## config.mk

```make
export PLATFORM = sky130hd
export DESIGN_NAME = serial_subtractor
export DESIGN_NICKNAME = d
export VERILOG_FILES = /design/src/rtl/serial_sub_pkg.sv /design/src/rtl/full_subtractor.sv /design/src/rtl/serial_subtractor.sv
export SDC_FILE = /design/constraint.sdc
export NUM_CORES = 1
export LEC_CHECK = 0
export ABC_AREA = 1
export CORE_UTILIZATION = 57
export CTS_CLUSTER_DIAMETER = 60
export CTS_CLUSTER_SIZE = 16
export DETAILED_ROUTE_END_ITERATION = 8
export PLACE_DENSITY = 0.88
export SYNTH_ARGS = -nofsm -noshare
export SYNTH_HDL_FRONTEND = slang
export SYNTH_SLANG_ARGS = --single-unit
```

## constraint.sdc

```tcl
create_clock -name clk -period 3.25 [get_ports clk]
set_input_delay 0.8125 -clock clk [delete_from_list [all_inputs] [get_ports clk]]
set_output_delay 0.8125 -clock clk [all_outputs]
set_load 0.02 [all_outputs]
```

## src/rtl/serial_sub_pkg.sv

```systemverilog
`default_nettype none
// serial_sub_pkg: shared state encoding and default width for the serial subtractor.
// Revision 1.0
package serial_sub_pkg;

  typedef enum logic [1:0] {
    IDLE = 2'd0,
    RUN  = 2'd1,
    DONE = 2'd2
  } sub_state_t;

  localparam int DEFAULT_WIDTH = 8;

endpackage
`default_nettype wire

```

## src/rtl/full_subtractor.sv

```systemverilog
`default_nettype none
// full_subtractor: one-bit a - b - bin built from gate primitives.
// Revision 1.0
module full_subtractor (
  input  logic a,
  input  logic b,
  input  logic bin,
  output logic d,
  output logic bout
);

  wire axb;
  wire na;
  wire nxb;
  wire gen;
  wire prop;

  xor g_x1 (axb, a, b);
  xor g_x2 (d, axb, bin);
  not g_n1 (na, a);
  and g_a1 (gen, na, b);
  // When the bits are equal the incoming borrow passes straight through.
  not g_n2 (nxb, axb);
  and g_a2 (prop, nxb, bin);
  or  g_o1 (bout, gen, prop);

endmodule
`default_nettype wire

```

## src/rtl/serial_subtractor.sv

```systemverilog
`default_nettype none
// serial_subtractor: bit-serial unsigned a - b, LSB first, one full-subtractor cell.
// Revision 1.0
module serial_subtractor
  import serial_sub_pkg::*;
#(
  parameter int WIDTH = DEFAULT_WIDTH
) (
  input  logic             clk,
  input  logic             rst_n,
  input  logic             start,
  input  logic [WIDTH-1:0] a,
  input  logic [WIDTH-1:0] b,
  output logic             busy,
  output logic             done,
  output logic [WIDTH-1:0] diff,
  output logic             borrow
);

  localparam int               CNT_W    = $clog2(WIDTH);
  localparam logic [CNT_W-1:0] LAST_BIT = CNT_W'(WIDTH - 1);

  sub_state_t       state;
  sub_state_t       state_nxt;
  logic [WIDTH-1:0] a_sh;
  logic [WIDTH-1:0] b_sh;
  logic [WIDTH-1:0] r_sh;
  logic [CNT_W-1:0] cnt;
  logic             bw;
  logic             cell_d;
  logic             cell_bout;
  logic             last;

  full_subtractor u_cell (
    .a    (a_sh[0]),
    .b    (b_sh[0]),
    .bin  (bw),
    .d    (cell_d),
    .bout (cell_bout)
  );

  assign last = (cnt == LAST_BIT);

  always_ff @(posedge clk or negedge rst_n) begin
    if (!rst_n) state <= IDLE;
    else        state <= state_nxt;
  end

  always_comb begin
    state_nxt = IDLE;
    case (state)
      IDLE:    state_nxt = start ? RUN : IDLE;
      RUN:     state_nxt = last ? DONE : RUN;
      DONE:    state_nxt = IDLE;
      default: state_nxt = IDLE;
    endcase
  end

  always_ff @(posedge clk or negedge rst_n) begin
    if (!rst_n) begin
      a_sh   <= '0;
      b_sh   <= '0;
      r_sh   <= '0;
      cnt    <= '0;
      bw     <= 1'b0;
      busy   <= 1'b0;
      done   <= 1'b0;
      diff   <= '0;
      borrow <= 1'b0;
    end else begin
      done <= 1'b0;
      case (state)
        IDLE: begin
          if (start) begin
            a_sh <= a;
            b_sh <= b;
            bw   <= 1'b0;
            cnt  <= '0;
            busy <= 1'b1;
          end
        end
        RUN: begin
          a_sh <= a_sh >> 1;
          b_sh <= b_sh >> 1;
          r_sh <= {cell_d, r_sh[WIDTH-1:1]};
          bw   <= cell_bout;
          // The final bit goes straight to diff so the result is visible with done.
          if (last) begin
            diff   <= {cell_d, r_sh[WIDTH-1:1]};
            borrow <= cell_bout;
            busy   <= 1'b0;
            done   <= 1'b1;
          end else begin
            cnt <= cnt + CNT_W'(1);
          end
        end
        default: ;
      endcase
    end
  end

endmodule
`default_nettype wire

```

==> results_dict.tcl <==
set metrics [dict create \
    grt_overflow 0 \
    synth-warning-count 0 \
    p_per_area_nw_per_um2 971 \
    hpwl_um 2190 \
    die_h_um 59.4 \
    sw_frac_of_total_pct 39.5 \
    cp_max_fo 3 \
    synthCells 213 \
    path_buf_inv 1 \
    async_reset_ff_share_pct 100 \
    fin_hold_ws_ns 0.477 \
    synth_top_cell_area_share_pct 52.0 \
    core_area_um2 3080 \
    slowest_stage "clkdlybuf4s50_1" \
    hp-class "reg -> reg" \
    clkLatencyLatePin_ns 0.35 \
    grt_max_degree 48 \
    max_freq_mhz 444 \
    maxSlewViolCount 0 \
    fin_crit_ns 2.25 \
    track_usage_pct 23.2 \
    hold_violations 0 \
    dp.cells 274 \
    layout.cells.non_filler 282 \
    cts.clk_slew.worst_paths_ns 0.12 \
    critical-path-top-delay-family "buffers and inverters" \
    nets 259 \
    drt_iter0_drc 67 \
    rsz0062_at_grt "no" \
    cp_cell_sequence "clkdlybuf4s50_1" \
    antenna_found_initial 0 \
    dpl_cell_area_um2 2110 \
    netSwitchingPower_mw 0.847 \
    die-area_um2 3520 \
    synth_edf_count 0 \
    yosys-top-cells-area "dfrtp_1, nand2_1, nand3_1" \
    routedWlPerCell_um 11.9 \
    die_width_um 59.4 \
    grt_pass1_wl_um 5910 \
    synthFlopType "dfrtp_1" \
    ys_ff_latch 39 \
    dpl_worst_slack_ns 1.25 \
    synth_commonest_cells "nand2_1, dfrtp_1, nand3_1" \
    fin_skew_ns 0.00965 \
    setup-tns-final_ns 0 \
    start_kind "register" \
    fillers 245 \
    grt_pass1_vias 1347 \
    clockBufferDepth 2 \
    drtAntennaViolNets 0 \
    post-cts-setup-buffers 0 \
    seq_area_um2 976 \
    floorplan.rows 20 \
    multi_input_area_um2 733 \
    maxCapViolCount 0 \
    ios 30 \
    syn_avg_cell_area_um2 8.81 \
    pwr-share-seq_pct 39.6 \
    vias_per_cell 5.13 \
    synth_cell_types 16 \
    wirelength_um 3340 \
    p_int_mw 1.30 \
    area_growth_pct 17.7 \
    p_leak_nw 1.14 \
    htree_levels 2 \
    path_class "reg -> out" \
    peakVddDrop_mv 0.466 \
    relSlewSlack_pct 45.2 \
    worstMarginPinSlew_ns 0.821 \
    setup_viol 0 \
    stdcell_area_um2 2210 \
    p_comb_share_pct 41.9 \
    p_total_mw 2.14 \
    dr.pass1.iters 5 \
    status "complete, no violations" \
    num_antenna_cells 0 \
    cts-root-buf "clkbuf_4" \
    vias 1446 \
    cts-hold-fix-buffers 0 \
    start_util_pct 60.9 \
    p_clk_share_pct 18.5 \
    synth_top_cell_by_area "dfrtp_1" \
    cp_data_required_time_ns 2.44 \
    cp-end-kind "primary output" \
    drive_gt1_share_pct 9.66 \
    numCtsBuffers 5 \
    drc 0 \
    worstPathArrival_ns 1.44 \
    syn_nets 235 \
    netlist_area_um2 1880 \
    clock_sinks 39 \
    cpPeakStageDelay_ns 0.63 \
    cts-resized-gates 0 \
    seq_area_frac_synth_pct 52.0 \
    cts_tree "done" \
    utilization_pct 71.7 \
    synth.most_common_cell "nand2_1" \
    layout_setup_ws_ns 0.996 \
    fin_crit_sh_pct 69.3 \
    gp_congestion 0.753 \
    port_buffers 29 \
]
state kept, by name, indices dropped and copies added, names as in the netlist:
signal	count
a_sh	8
r_sh	7
bw	1
diff	8
busy	1
state	1
borrow	1
cnt	3
b_sh	8
done	1
power groups by stage:
| stage | clock network [mW] | registers, mW | logic, mW |
|---|---|---|---|
| 2_1_floorplan | 0 | 0.873 | 0.676 |
| 3_3_place_gp | 0 | 0.847 | 0.878 |
| 3_5_place_dp | 0 | 0.853 | 0.907 |
| 4_1_cts | 0.402 | 0.847 | 0.911 |
| 5_1_grt | 0.420 | 0.874 | 1.03 |
| 6_report | 0.396 | 0.849 | 0.899 |
final timing paths:
check / to / depth (start not counted) / startpoint / slack, ns
max in group asynchronous: a_sh[3]$_DFFE_PN0P_ / 1 / rst_n / 2.18
setup reg to reg: a_sh[4]$_DFFE_PN0P_ / 4 / state[0]$_DFF_PN0_ / 1.46
hold / removal: busy$_DFFE_PN0P_ / 2 / busy$_DFFE_PN0P_ / 0.48
hold reg to reg: busy$_DFFE_PN0P_ / 2 / busy$_DFFE_PN0P_ / 0.48
setup / recovery: done / 1 / done$_DFF_PN0_ / 1.0
min in group asynchronous: diff[6]$_DFFE_PN0P_ / 1 / rst_n / 0.54
cell families (layout without fill, tap and decap cells):
kind of cell	count (synthesis)	after routing	synth area share, %
and+or+nand+nor	128	128	30.8
DFF	39	39	52.0
buffers and inverters	27	52	8.87
AOI/OAI and AO/OA	16	16	5.87
adders and majority gates	3	3	2.40
layout by cell type, fill, tap and decap left out, drive strengths merged, types with 2 or more instances in the layout:
cell           synthesis  final
ha                     2      2
dfrtp                 39     39
nand3                 35     35
o21ai                 16     16
clkdlybuf4s50          0     28
clkbuf                 0      6
nand2                 89     89
inv                   15     15
nand4                  3      3
bufinv                 0      2
layer usage:
metal  GRT usage, %  routed length (um)
met1           30.7                1520
met2           37.1                1580
met3           4.59                 198
met4           10.2                  47
met5              0                   0
final cells by class:
type | instances | share of cell area [%]
flip-flops and latches | 39 | 44.2
repair buffers | 29 | 12.9
multi-input cells | 147 | 33.2
well taps | 44 | 2.49
inverters | 15 | 2.55
clock buffers | 6 | 1.87
clock inverters | 2 | 2.72
Power figures use the tool's default switching activity.
